### config.mk
export PLATFORM = sky130hd
export DESIGN_NAME = quad_carrier_nco
export DESIGN_NICKNAME = d
export VERILOG_FILES = /design/src/rtl/quad_carrier_nco.sv
export SDC_FILE = /design/constraint.sdc
export NUM_CORES = 1
export LEC_CHECK = 0
export CORE_MARGIN = 1.5
export CORE_UTILIZATION = 45
export DETAILED_ROUTE_END_ITERATION = 10
export GPL_TIMING_DRIVEN = 0
export HOLD_SLACK_MARGIN = 0.08
export PLACE_DENSITY = 0.75
export SYNTH_ARGS = -nofsm -noshare
export SYNTH_HDL_FRONTEND = slang
export SYNTH_SLANG_ARGS = --single-unit
export TNS_END_PERCENT = 5
### constraint.sdc
create_clock -name clk -period 3.6 [get_ports clk]
set_input_delay 0.36 -clock clk [delete_from_list [all_inputs] [get_ports clk]]
set_output_delay 0.36 -clock clk [all_outputs]
set_load 0.1 [all_outputs]
### src/rtl/quad_carrier_nco.sv
`default_nettype none
// ============================================================================
// Module   : quad_carrier_nco
// Purpose  : Quadrature carrier NCO with a phase accumulator and a quarter-wave
//            sine table expanded by quadrant symmetry into cos/sin outputs.
// Revision : 1.0 - initial release
// ============================================================================
module quad_carrier_nco #(
    parameter int ACC_W  = 16,
    parameter int LUT_AW = 4,
    parameter int OUT_W  = 8
) (
    input  logic             clk,
    input  logic             rst_n,
    input  logic             en,
    input  logic [ACC_W-1:0] fcw_in,
    input  logic             fcw_we,
    input  logic             phase_clr,
    input  logic             conj,
    output logic [OUT_W-1:0] cos_out,
    output logic [OUT_W-1:0] sin_out,
    output logic             out_valid
);

    localparam int c_pw   = LUT_AW + 2;
    localparam int c_iw   = LUT_AW + 1;
    localparam int c_q    = 2 ** LUT_AW;
    localparam int c_amp  = (2 ** (OUT_W - 1)) - 1;

    localparam logic [ACC_W-1:0] c_fcw_rst = ACC_W'(1) << (ACC_W - 2);
    localparam logic [c_iw-1:0]  c_q_idx   = c_iw'(c_q);

    // Elaboration-time sine over 0..pi/2 (Taylor series), rounded half away
    // from zero; entries are non-negative so +0.5 then truncate suffices.
    function automatic int quarter_sine(input int k);
        real x;
        real term;
        real sum;
        x    = 1.5707963267948966 * real'(k) / real'(c_q);
        term = x;
        sum  = x;
        for (int n = 1; n < 12; n++) begin
            term = -term * x * x / real'((2 * n) * (2 * n + 1));
            sum  = sum + term;
        end
        return $rtoi(real'(c_amp) * sum + 0.5);
    endfunction

    logic [OUT_W-1:0] w_lut [0:c_q];

    for (genvar k = 0; k <= c_q; k++) begin : g_lut
        localparam logic [OUT_W-1:0] c_entry = OUT_W'(quarter_sine(k));
        assign w_lut[k] = c_entry;
    end

    logic [ACC_W-1:0] r_acc;
    logic [ACC_W-1:0] r_fcw;
    logic [c_pw-1:0]  r_p;
    logic             r_conj;
    logic             r_v1;

    // Phase accumulator and frequency register
    always_ff @(posedge clk or negedge rst_n) begin
        if (!rst_n) begin
            r_acc <= '0;
            r_fcw <= c_fcw_rst;
        end else begin
            if (fcw_we) begin
                r_fcw <= fcw_in;
            end
            if (phase_clr) begin
                r_acc <= '0;
            end else if (en) begin
                r_acc <= r_acc + r_fcw;
            end
        end
    end

    // Stage 1 samples the pre-update accumulator, so a clear on the same edge
    // still yields the old phase for this sample.
    always_ff @(posedge clk or negedge rst_n) begin
        if (!rst_n) begin
            r_p    <= '0;
            r_conj <= 1'b0;
            r_v1   <= 1'b0;
        end else begin
            r_v1 <= en;
            if (en) begin
                r_p    <= r_acc[ACC_W-1 -: c_pw];
                r_conj <= conj;
            end
        end
    end

    logic [c_iw-1:0]  w_idx_f;
    logic [c_iw-1:0]  w_idx_m;
    logic [OUT_W-1:0] w_fine;
    logic [OUT_W-1:0] w_mirr;
    logic [OUT_W-1:0] w_cos;
    logic [OUT_W-1:0] w_sin;
    logic [OUT_W-1:0] w_sin_o;

    assign w_idx_f = {1'b0, r_p[LUT_AW-1:0]};
    assign w_idx_m = c_q_idx - w_idx_f;
    assign w_fine  = w_lut[w_idx_f];
    assign w_mirr  = w_lut[w_idx_m];

    always_comb begin
        w_cos = w_mirr;
        w_sin = w_fine;
        case (r_p[c_pw-1 -: 2])
            2'd0: begin
                w_cos = w_mirr;
                w_sin = w_fine;
            end
            2'd1: begin
                w_cos = -w_fine;
                w_sin = w_mirr;
            end
            2'd2: begin
                w_cos = -w_mirr;
                w_sin = -w_fine;
            end
            default: begin
                w_cos = w_fine;
                w_sin = -w_mirr;
            end
        endcase
        w_sin_o = r_conj ? -w_sin : w_sin;
    end

    // Stage 2 output register; values hold whenever no sample is presented
    always_ff @(posedge clk or negedge rst_n) begin
        if (!rst_n) begin
            cos_out   <= '0;
            sin_out   <= '0;
            out_valid <= 1'b0;
        end else begin
            out_valid <= r_v1;
            if (r_v1) begin
                cos_out <= w_cos;
                sin_out <= w_sin_o;
            end
        end
    end

endmodule
`default_nettype wire

**Word-level counts from Yosys, hierarchy flattened**

Memories as Yosys holds them, arrays and structs flattened.
Index checks and enable logic that the tools add are counted.

- Logic and storage cells: 32
- ROM bits: 512
- Register bits after elaboration: 57
- Memories kept: 2
- Output and inout bits: 17
- Input bits: 22

Memory list:

| name | words | bits a word | rd ports | clocked after memory_dff | wr ports | line | RTL |
|---|---|---|---|---|---|---|---|
| (name not given) | 32 | 8 | 1 | 0 | 0 | 106 | `assign w_mirr = w_lut[w_idx_m];` |
| (name not given) | 32 | 8 | 1 | 0 | 0 | 105 | `assign w_fine = w_lut[w_idx_f];` |

- Multiplexer cells: 9
- Order comparisons: 2
- Eq/ne operators: 2
- Bitwise logic cells: 2
- Add/sub/neg operators: 5
- Reductions and logical operators: 2

Operator list:

| kind | number |
|---|---|
| $pmux 8 s3 | 2 |
| $mux 8 | 5 |
| $mux 16 | 2 |
| $neg 8->8 | 3 |
| $add 16x16->16 | 1 |
| $ge 6x6->1 const B | 2 |
| $not 4->6 | 1 |
| $not 5->6 | 1 |
| $sub 5x4->5 const A | 1 |
| $eq 2x1->1 const B | 1 |
| $eq 2x2->1 const B | 1 |
| $logic_not 2->1 | 1 |
| $reduce_bool 2->1 | 1 |

**Logic depth before layout (Yosys ltp)**

Gate-level depths: netlist (run 1).

- Depth after elaboration: 9
- Mapped depth: 18
- Mapped depth without buffers: 15

**Least setup slack after synthesis (run 1)**

Ideal clock, no wire load.

- Path type: register to register
- From: register r_p[1]
- To: register sin_out[6]
- Clock period less this slack: 3.812 ns
- Library setup time: 0.126 ns
- Data required time: 3.474 ns
- Stages on the path, launching flop included: 17
- Slack: -0.212 ns
- Buffers on the path: 3
- Arrival time: 3.685 ns
- Path through: dfrtp_1 -> buf_2 -> inv_1 -> ha_1 -> buf_2 -> buf_2 -> nor4bb_1 -> a211oi_1 -> o22ai_1 -> or2_2 -> ha_1 -> a311oi_1 -> ha_1 -> nand3_1 -> o41ai_2 -> xnor2_1 -> mux2_4

- Longest elaborated chain between the ends: 9
- Elaborated cells between the ends (all ways): 14
- Classes of those cells: add/sub: 4; mux: 6; bitwise: 2; memory: 2

RTL lines:

| what | line | RTL |
|---|---|---|
| from (decl) | 58 | `logic [c_pw-1:0] r_p;` |
| from (signal assigned) | 89 | `r_p <= r_acc[ACC_W-1 -: c_pw];` |
| $sub 5x4->5 | 104 | `assign w_idx_m = c_q_idx - w_idx_f;` |
| $not 5->6 (implied by the code) | 106 |  |
| $mem_v2 32x8 | n/a |  |
| $mux 8 (implied by the code) (2 in series) | 106 |  |
| $neg 8->8 | 126 | `w_sin = -w_mirr;` |
| $pmux 8 s3 * | 111 | `case (r_p[c_pw-1 -: 2])` |
| $neg 8->8 | 129 | `w_sin_o = r_conj ? -w_sin : w_sin;` |
| $mux 8 * | 129 |  |
| to (signal assigned) | 142 | `sin_out <= w_sin_o;` |
| to (decl) | 21 | `output logic [OUT_W-1:0] sin_out,` |

Every way passes the cells marked *; elsewhere a longest branch is shown, timed or not. The select of a mux whose other input is x is not followed.
A chain may end at the register's enable or synchronous reset.

**Worst setup path after layout (run 1)**

Ends and elaborated chain as after synthesis.

==> results of run 1 <==
final cells by class:
type	instances	share of cell area, %
buffer	35	4.10
inverter	16	1.14
sequential	57	24.2
timing repair buffer	65	10.2
multi-input combinational	415	54.4
clock inverter	5	0.950
tap	136	2.87
clock buffer	11	2.22
critical path: cells and delay by family, from the launching register on:
family	cells	cell delay, ns
AOI/OAI and AO/OA	4	0.96
and+or+nand+nor	3	0.51
DFF	1	0.39
xor gates and xnor gates	1	0.11
muxes	1	0.26
adders and majority gates	3	0.68
buffers and inverters	4	0.47
stage by stage:
stage / setup WS (ns) / utilization, % / total power, mW
final: 0.102 / 58.2 / 5.12
after global routing: -0.0829 / 58.2 / 5.41
after CTS: -0.00790 / 57.2 / 4.93
after detailed placement: -0.615 / 51.4 / 3.96
after global placement: -0.531 / 51.2 / 3.90
after floorplan: 0.0238 / - / 3.28
power groups by stage:
stage	registers [mW]	logic [mW]	clock network, mW
2_1_floorplan	1.52	1.76	0
3_3_place_gp	0.925	2.97	0
3_5_place_dp	0.937	3.03	0
4_1_cts	0.912	3.42	0.597
5_1_grt	0.933	3.86	0.624
6_report	0.911	3.63	0.579
kinds of logic after synthesis:
group	share of synthesized area, %
compound gates	23.2
xor+xnor	3.94
fa+ha+maj	7.13
buf+inv	5.30
flops	30.6
mux	10.9
simple gates	18.9
repair_timing:
item / CTS / global route
pin swaps: 12 / 13
hold endpoints to repair: 15 / 0
gates resized for setup: 36 / 13
hold buffers: 1 / 0
setup buffers: 25 / 3
endpoints found under the setup margin: 9 / 3
worst max path at each step:
stage / startpoint / to / slack (ns) / cells after the start
floorplan: r_p[0]$_DFFE_PN0P_ / sin_out[6]$_DFFE_PN0P_ / 0.02 / 16
global placement: r_p[0]$_DFFE_PN0P_ / sin_out[6]$_DFFE_PN0P_ / -0.53 / 16
detailed placement: r_p[0]$_DFFE_PN0P_ / sin_out[6]$_DFFE_PN0P_ / -0.61 / 16
CTS: r_p[0]$_DFFE_PN0P_ / sin_out[6]$_DFFE_PN0P_ / -0.008 / 16
global route: r_p[1]$_DFFE_PN0P_ / sin_out[5]$_DFFE_PN0P_ / -0.08 / 18
finish: r_p[1]$_DFFE_PN0P_ / sin_out[6]$_DFFE_PN0P_ / 0.10 / 16
per-layer routing:
layer | track usage (%) | vias up | wire [um]
met5 | 0 | - | 0
met4 | 11.0 | 0 | 404
met2 | 40.4 | 184 | 6350
li1 | - | 2104 | -
met1 | 28.5 | 2148 | 5230
met3 | 4.30 | 44 | 714
layout by cell type (no fill, tap or decap), drive strengths merged, types with 6 or more instances in the layout:
cell / instances
nor2: 45
dfrtp: 56
o31ai: 6
nor2b: 10
o21ai: 31
clkbuf: 27
inv: 13
xnor2: 11
mux2i: 18
buf: 48
and3: 7
a21o: 8
nor3: 10
a21oi: 28
xor2: 10
a31oi: 6
ha: 25
nand2b: 10
a211oi: 9
nand3: 18
mux2: 25
clkdlybuf4s50: 35
nand2: 46
state kept, by name, indices dropped and copies added (netlist names):
name,count
r_conj,1
sin_out,8
r_p,6
r_v1,1
cos_out,8
out_valid,1
r_fcw,16
r_acc,16
==> summary.md, run 1 <==
| Metric | Value |
|---|---|
| EDFF count, synth | `0` |
| Flop2flop setup slack | `a little over 0.1 ns` |
| Min-delay worst type | `input pin to register` |
| Worst-Margin Slew | `0.988 ns` |
| GPL Wtd Cong | `roughly 0.95` |
| Startpoint type of the worst setup path | `register` |
| Die height | `about 100 um` |
| First-pass GRT wire length | `about 21 mm` |
| Drt pass-1 iters | `5` |
| Per-cell routed wire length | `17.2 um` |
| Multi-input logic area | `between 3000 and 4000 sq um` |
| WHS Endpoint | `r_acc[1]$_DFFE_PN0P_` |
| FF+latch count, synth | `57` |
| Max Cap Viol | `0` |
| Tcrit/Tclk final | `a little over nine tenths` |
| Clock network fraction of design power | `11.3%` |
| Worst Skew | `approximately 0.011 ns` |
| Sequential Power Share | `between 10% and 20%` |
| Sequential fraction of the synthesis area | `30.6%` |
| Final hold vios | `0` |
| Avg Inst Size Synth | `~8.9 sq um` |
| Combinational Power Share | `a little under three quarters` |
| Max-slew headroom | `33.9%` |
| Post-synth top cells | `dfrtp_1 (56), nand2_1 (46), nor2_1 (45), a21oi_1 (27), o21ai_0 (27)` |
| Syn. warnings | `0` |
| Antenna violations before repair | `0` |
| CTS Buf Count | `9` |
| CP Cell Sequence | `buf_8 > clkinvlp_4 > ha_4 > buf_6 > buf_8 > nor4bb_4 > a211oi_2 > o22ai_1 > or2_4 > ha_4 > a311oi_4 > ha_2 > nand3_2 > o41ai_4 > xnor2_1 > mux2_4` |
| GR Util All Layers | `between 20% and 30%` |
| DRT Wirelength | `between 10 and 15 mm` |
| Max VDD drop | `between 0.5 and 0.6 mV` |
| Vias post-DR | `4480` |
| Diode count | `0` |
| Antenna Nets Post-Route | `0` |
| Status | `finished, final reports clean` |
| CTS tree | `built` |
| Max incr delay on CP | `around 0.39 ns` |
| Placed cell count | `around 700` |
| Vias per cell | `around 6.1` |
| WP data arrival | `3.73 ns` |
| Net Sw Power | `about 2.6 mW` |
| FP Rows | `37` |
| Layout Nets | `647` |
| Max Fclk | `roughly 0.29 GHz` |
| PortBufs | `36` |
| Max Buffers Root-to-Sink | `2` |
| Starting DRT DRC Count | `~270` |
| WP data required | `roughly 3.8 ns` |
| Setup TNS | `0 ns` |
| LEAKAGE | `2.45 nW` |
| Worst Setup End Kind | `register` |
| HPWL after DPL | `9.01 mm` |
| Area growth syn-to-layout | `26.8%` |
| Finished Layout Cells | `740` |
| CP Class | `register to register` |
| Worst skew pair latency | `between 0.3 and 0.4 ns` |
| PD cells | `865 nW/um^2` |
| Total number of H-tree levels | `3` |
| Setup violators final | `0` |
| Worst hold stages | `2` |
| Top_reg_cell synth | `dfrtp_1` |
| Register area | `1430 sq um` |
| Async SR Flop Fraction | `between 90% and 100%` |
| Dpl cell area | `between 5000 and 6000 sq um` |
| Gate Count Post-Synth | `around 520` |
| Io pins | `39` |
| Gr ovfl total | `0` |
| Worst-path fanout max | `4` |
| Reg-to-reg critical path endpoint | `sin_out[6]$_DFFE_PN0P_` |
| Area leader, netlist | `dfrtp_1` |
| CP max stage cell | `dfrtp_2` |
| Vias in the first global route | `approximately 4500` |
| Top cells by area, synth | `dfrtp_1 (30%), ha_1 (6.7%), mux2_2 (5.8%)` |
| Synthesized cell area | `between 4000 and 5000 sq um` |
| Initial Utilization | `45.9%` |
| Horiz. Die Dim | `~100 um` |
| DRC | `0` |
| R2R cell count | `16` |
| Synth cell types | `85` |
| Hold_sp | `phase_clr` |
| Cell internal pwr | `2.52 mW` |
| Syn_nets | `roughly 570` |
| Top cell type's share of synthesized area | `30.0%` |
| Max-slew violations | `0` |
| Pin count of the biggest net entering global routing | `43` |
| Clk root buf | `clkbuf_8` |
| Die area | `about 11000 sq um` |
| Hold WS | `~0.37 ns` |
| Share of cells above drive strength 1 | `between 20% and 30%` |
| Fill cells | `874` |
| Minimum clock period | `3.50 ns` |
| Worst r2r src | `r_p[1]$_DFFE_PN0P_` |
| CTS clock-pin slew for the worst setup and hold paths | `around 0.070 ns` |
| Sw Share | `between 50% and 60%` |
| CTS Sinks | `57` |
| Finished layout cell area | `between 5000 and 6000 sq um` |
| Top-count cell post-synth | `dfrtp_1` |
| Core area | `10200 sq um` |
(Power assumes the default switching activity.)
==> run 2, diff against run 1 <==
SLEW_MARGIN = 20   (was unset)
==> run 2 against run 1 <==
Global-route usage grew 0.22 points. Critical endpoint unchanged. Final area shrank 0.84%. Critical path type unchanged. Highest routed layer unchanged. Worst hold slack lost 0.30 ns.
==> summary.md, run 2 (synthesized netlist as in run 1, its figures left out) <==
| Metric | Value |
|---|---|
| Antenna Nets Post-Route | `0 (unchanged)` |
| Starting DRT DRC Count | `360 (+31%)` |
| Crit path max-delay family | `compound AO/OA/AOI/OAI gates` |
| CTS tree | `built` |
| Worst Skew | `0.0102 ns (-0.000752 ns)` |
| CTS clock-pin slew for the worst setup and hold paths | `0.07 ns (about the same)` |
| Pin count of the biggest net entering global routing | `58 (+35%)` |
| Final hold vios | `0 (unchanged)` |
| WP data required | `3.83 ns (about the same)` |
| WP data arrival | `3.73 ns (about the same)` |
| Clk root buf | `clkbuf_8` |
| Max Cap Viol | `0 (unchanged)` |
| Vias in the first global route | `4454 (-0.38%)` |
| PortBufs | `36 (unchanged)` |
| Core area | `10200 sq um (unchanged)` |
| Worst-path fanout max | `4 (unchanged)` |
| Worst r2r src | `r_p[0]$_DFFE_PN0P_` |
| Area growth syn-to-layout | `25.8%` |
| Total number of H-tree levels | `3 (unchanged)` |
| Dpl cell area | `5210 sq um (-0.33%)` |
| Max Fclk | `0.285 GHz (-0.16%)` |
| Max Buffers Root-to-Sink | `2 (unchanged)` |
| Drt pass-1 iters | `5 (unchanged)` |
| Worst-Margin Slew | `0.972 ns (-0.0156 ns)` |
| Vias per cell | `6.06 (about the same)` |
| Most frequent cells in the layout | `dfrtp_1 (53), nand2_1 (46), nor2_1 (45)` |
| Worst setup path start | `r_p[0]$_DFFE_PN0P_` |
| Die height | `105 um (unchanged)` |
| Unrepaired setup endpoints after global routing | `yes` |
| Diode count | `0 (unchanged)` |
| Worst Setup End Kind | `register` |
| Vias post-DR | `4494 (+0.31%)` |
| Finished Layout Cells | `742 (+0.27%)` |
| Finished layout cell area | `5870 sq um (-0.84%)` |
| CP max stage cell | `o41ai_4` |
| Gr ovfl total | `0 (unchanged)` |
| CP Cell Sequence | `buf_6 > clkinvlp_4 > ha_4 > buf_4 > xor2_4 > mux2i_2 > o22ai_1 > or2_4 > ha_4 > buf_4 > a32o_1 > o2111ai_2 > nand3_4 > o41ai_4 > xnor2_1 > mux2_4` |
| Io pins | `39 (unchanged)` |
| Tcrit/Tclk final | `97.3% (+0.15 points)` |
| Min-delay worst type | `input pin to asynchronous set/reset pin` |
| Max-slew violations | `0 (unchanged)` |
| Final setup margin | `0.0969 ns (-0.00545 ns)` |
| CP endpoint | `sin_out[6]$_DFFE_PN0P_` |
| Commonest non-fill, non-tap cell in the layout | `dfrtp_1` |
| Largest regs | `r_acc x16, r_fcw x16` |
| Status | `finished, final reports clean` |
| Buffers and inverters on the worst path | `4 (unchanged)` |
| LEAKAGE | `2.43 nW (-0.52%)` |
| Layout Nets | `649 (+0.31%)` |
| DRT Wirelength | `12.7 mm (-0.19%)` |
| Reg-to-reg critical path endpoint | `sin_out[6]$_DFFE_PN0P_` |
| Per-cell routed wire length | `17.1 um (-0.46%)` |
| FP Rows | `37 (unchanged)` |
| Horiz. Die Dim | `105 um (unchanged)` |
| Die area | `11000 sq um (unchanged)` |
| PD cells | `870 nW/um^2 (+0.66%)` |
| R2R cell count | `16 (unchanged)` |
| CP Class | `register to register` |
| Antenna violations before repair | `0 (unchanged)` |
| Startpoint type of the worst setup path | `register` |
| Max-slew headroom | `35.0% (+1.0 points)` |
| Placed cell count | `695 (-0.14%)` |
| Initial Utilization | `45.9% (unchanged)` |
| GR Util All Layers | `23.8% (+0.22 points)` |
| First-pass GRT wire length | `21.4 mm (+1.4%)` |
| Setup violators final | `0 (unchanged)` |
| GPL Wtd Cong | `0.947 (unchanged)` |
| Minimum clock period | `3.50 ns (+0.00545 ns)` |
| CTS Sinks | `57 (unchanged)` |
| Flop2flop setup slack | `0.1 ns (about the same)` |
| Max incr delay on CP | `0.39 ns (about the same)` |
| WP depth | `16 (unchanged)` |
| Worst skew pair latency | `0.34 ns (about the same)` |
| CTS Buf Count | `9 (unchanged)` |
| Max VDD drop | `0.493 mV (-5.0%)` |
| Setup TNS | `0 ns (unchanged)` |
| Pre-CTS WS | `-0.606 ns (+0.00816 ns)` |
| DRC | `0 (unchanged)` |
| Pwr Total | `5.11 mW (-0.19%)` |
| HPWL after DPL | `8.91 mm (-1.2%)` |
| Share of cells above drive strength 1 | `22.1% (+0.59 points)` |
==> run 2: cell count changes in the layout (fill, tap and decap cells not counted), sizes merged <==
cell / change
buf: +3
dlygate4sd3: -1
==> run 2: through the flow <==
stage          utilization (%)  hold WS [ns]
3_5_place_dp              51.2         0.457
2_1_floorplan                -        0.0644
3_3_place_gp              51.2         0.450
6_report                  57.7        0.0614
5_1_grt                   57.7         0.133
4_1_cts                   56.3        0.0990
==> run 2: final cells by class <==
cell class | count | area, sq um
Inverter | 16 | 67.6
Fill cell | 874 | 4310
Buffer | 35 | 225
Clock buffer | 11 | 141
Timing Repair Buffer | 67 | 591
Sequential cell | 57 | 1430
Tap cell | 136 | 170
Multi-Input combinational cell | 415 | 3190
Clock inverter | 5 | 56.3
==> run 2: repair_timing <==
item	CTS	global route
hold buffers	0	0
resized for setup	31	13
cloned	0	0
hold endpoints to repair	0	0
pin swaps	11	17
setup endpoints to repair	9	4
setup buffers	21	10
==> run 2: how the worst min path moves through the flow <==
stage	end	startpoint
after floorplan	cos_out[0]$_DFFE_PN0P_	rst_n
after global placement	out_valid$_DFF_PN0_	r_v1$_DFF_PN0_
after detailed placement	cos_out[5]$_DFFE_PN0P_	rst_n
after CTS	cos_out[5]$_DFFE_PN0P_	rst_n
after global routing	cos_out[5]$_DFFE_PN0P_	rst_n
final	cos_out[5]$_DFFE_PN0P_	rst_n
==> run 2: power breakdown <==
part	internal (mW)	switching (mW)	leakage, nW
clock	0.337	0.259	0.0993
combinational	1.39	2.22	1.65
sequential	0.805	0.107	0.690
==> run 2: metal layers <==
metal | global-route usage (%) | vias up | share of wire [%]
li1 | - | 2097 | -
met1 | 29.3 | 2145 | 39
met2 | 41.8 | 196 | 51
met3 | 3.18 | 56 | 5.8
met4 | 9.39 | 0 | 3.6
met5 | 0 | - | 0
==> run 3, diff against run 2 <==
CORE_UTILIZATION = 54   (was 45)
PLACE_DENSITY = 0.86   (was 0.75)
==> run 3 against run 2 <==
Non-clock buffer count decreased by 7. Clock power increased by 11%. Critical path depth decreased by 1. Final cell count decreased by 5.1%. Final area decreased by 0.53%. Total power increased by 2.0%. Sequential share of layout area increased by 0.13 points. Sequential cell count unchanged. Worst hold slack got worse by 0.027 ns. Sequential power about the same. Register-to-register slack got worse by 0.04 ns. Die area decreased by 16%. Largest power group unchanged.
==> summary.md, run 3 (synthesized netlist as in run 1, its figures left out) <==
| Metric | Value |
|---|---|
| WP data required | `3.84 ns (about the same)` |
| Total number of H-tree levels | `3 (unchanged)` |
| GPL Wtd Cong | `0.927 (-2.1%)` |
| Setup violators final | `0 (unchanged)` |
| CTS tree | `built` |
| Die height | `96 um (-8.5%)` |
| Fill cells | `604 (-31%)` |
| Initial Utilization | `56.3% (+10 points)` |
| Most frequent cells in the layout | `dfrtp_1 (53), nor2_1 (45), nand2_1 (45)` |
| Layout Nets | `642 (-1.1%)` |
| Minimum clock period | `3.54 ns (+0.0394 ns)` |
| Horiz. Die Dim | `96 um (-8.5%)` |
| Worst skew pair latency | `0.35 ns (about the same)` |
| Dpl cell area | `5170 sq um (-0.74%)` |
| WP data arrival | `3.78 ns (+0.05 ns)` |
| DRC | `0 (unchanged)` |
| Vias post-DR | `4593 (+2.2%)` |
| Final setup margin | `0.0575 ns (-0.0394 ns)` |
| Flop2flop setup slack | `0.06 ns (-0.04 ns)` |
| Diode count | `0 (unchanged)` |
| Worst-Margin Slew | `0.977 ns (+0.00510 ns)` |
| Max Fclk | `0.282 GHz (-1.1%)` |
| Max Cap Viol | `0 (unchanged)` |
| Vias in the first global route | `4526 (+1.6%)` |
| Area growth syn-to-layout | `25.1%` |
| Starting DRT DRC Count | `376 (+4.4%)` |
| Unrepaired setup endpoints after global routing | `yes` |
| Min-delay worst type | `input pin to asynchronous set/reset pin` |
| Vias per cell | `6.52 (+7.7%)` |
| Max-slew violations | `0 (unchanged)` |
| Final Core Density | `70.4% (+13 points)` |
| Gr ovfl total | `0 (unchanged)` |
| Register area | `1430 sq um (unchanged)` |
| Max Buffers Root-to-Sink | `2 (unchanged)` |
| Per-cell routed wire length | `18.3 um (+7.4%)` |
| Max-slew headroom | `34.6% (-0.34 points)` |
| Worst r2r src | `r_p[1]$_DFFE_PN0P_` |
| Startpoint type of the worst setup path | `register` |
| Worst setup path start | `r_p[1]$_DFFE_PN0P_` |
| Die area | `9220 sq um (-16%)` |
| Final hold vios | `0 (unchanged)` |
| Pre-CTS WS | `-0.590 ns (+0.0163 ns)` |
| Max VDD drop | `0.390 mV (-21%)` |
| DRT Wirelength | `12.9 mm (+1.9%)` |
| Commonest non-fill, non-tap cell in the layout | `dfrtp_1` |
| PD cells | `893 nW/um^2 (+2.6%)` |
| Io pins | `39 (unchanged)` |
| CP Class | `register to register` |
| HPWL after DPL | `8.94 mm (+0.36%)` |
| Core area | `8300 sq um (-19%)` |
| FP Rows | `33 (-11%)` |
| Clk root buf | `clkbuf_8` |
| Worst Setup End Kind | `register` |
| Finished layout cell area | `5840 sq um (-0.53%)` |
| Antenna Nets Post-Route | `0 (unchanged)` |
| Multi-input logic area | `3230 sq um (+1.2%)` |
| Antenna violations before repair | `0 (unchanged)` |
| CTS Buf Count | `9 (unchanged)` |
| Worst-path fanout max | `8 (+4)` |
| Reg-to-reg critical path endpoint | `sin_out[6]$_DFFE_PN0P_` |
| LEAKAGE | `2.42 nW (-0.42%)` |
| Tcrit/Tclk final | `98.4% (+1.1 points)` |
| PortBufs | `36 (unchanged)` |
| Largest regs | `r_acc x16, r_fcw x16` |
| R2R cell count | `15 (-1)` |
| Pin count of the biggest net entering global routing | `58 (unchanged)` |
| CTS clock-pin slew for the worst setup and hold paths | `0.07 ns (about the same)` |
| Share of cells above drive strength 1 | `21.7% (-0.41 points)` |
| CTS Sinks | `57 (unchanged)` |
| Status | `finished, final reports clean` |
| Worst Skew | `0.00864 ns (-0.00154 ns)` |
| Drt pass-1 iters | `6 (+1)` |
| GR Util All Layers | `29.4% (+5.6 points)` |
| First-pass GRT wire length | `20.9 mm (-2.2%)` |
[run 3: worst max-delay path by stage]
stage	end	slack, ns	depth (start not counted)
4_1_cts	sin_out[6]$_DFFE_PN0P_	0.01	16
3_5_place_dp	sin_out[6]$_DFFE_PN0P_	-0.59	16
6_report	sin_out[6]$_DFFE_PN0P_	0.06	15
3_3_place_gp	sin_out[6]$_DFFE_PN0P_	-0.50	16
2_1_floorplan	sin_out[6]$_DFFE_PN0P_	0.02	16
5_1_grt	sin_out[7]$_DFFE_PN0P_	-0.08	17
[run 3: area by class of cell]
class                      count  share of cell area [%]
clock inverter                 5                    1.37
tap                          105                    2.25
timing repair buffer          60                    9.34
buffer                        35                    3.88
multi-input combinational    415                    55.3
sequential                    57                    24.5
clock buffer                  11                    2.25
inverter                      16                    1.16
[run 3: routing by layer]
layer  global-route usage (%)  wire length, um
met5                        0                0
met4                     15.0              535
met3                     6.48              784
met2                     51.4             6520
met1                     33.5             5070
[run 3: power breakdown]
group / leakage (nW) / switching (mW) / internal, mW
Sequential: 0.690 / 0.108 / 0.805
Combinational: 1.63 / 2.27 / 1.37
Clock: 0.0995 / 0.273 / 0.389
Total: 2.42 / 2.65 / 2.57
[run 3: worst max-delay path, stage by stage (launching register included)]
cell	delay (ns)
dfrtp_2	0.38
buf_6	0.11
clkinvlp_4	0.13
ha_4	0.22
buf_4	0.14
or4b_1	0.52
a31oi_2	0.26
nor3_2	0.15
and4_4	0.23
buf_6	0.13
and3_4	0.17
buf_6	0.13
o32ai_4	0.32
o41ai_4	0.13
xnor2_1	0.16
mux2_4	0.26
[run 3: timing repair]
action | CTS | global route
setup buffers | 19 | 5
gates resized for setup | 31 | 21
pin swaps | 12 | 11
hold buffers | 0 | 0
endpoints found under the setup margin | 9 | 5
[run 3: through the flow]
stage | std cells | setup TNS (ns) | hold WS [ns] | total power [mW]
floorplan | 523 | 0 | 0.0644 | 3.28
global placement | 664 | -2.42 | 0.438 | 3.89
detailed placement | 664 | -3.19 | 0.447 | 3.96
CTS | 699 | 0 | 0.0924 | 4.92
global route | 704 | -0.193 | 0.110 | 5.49
finish | 704 | 0 | 0.0340 | 5.22
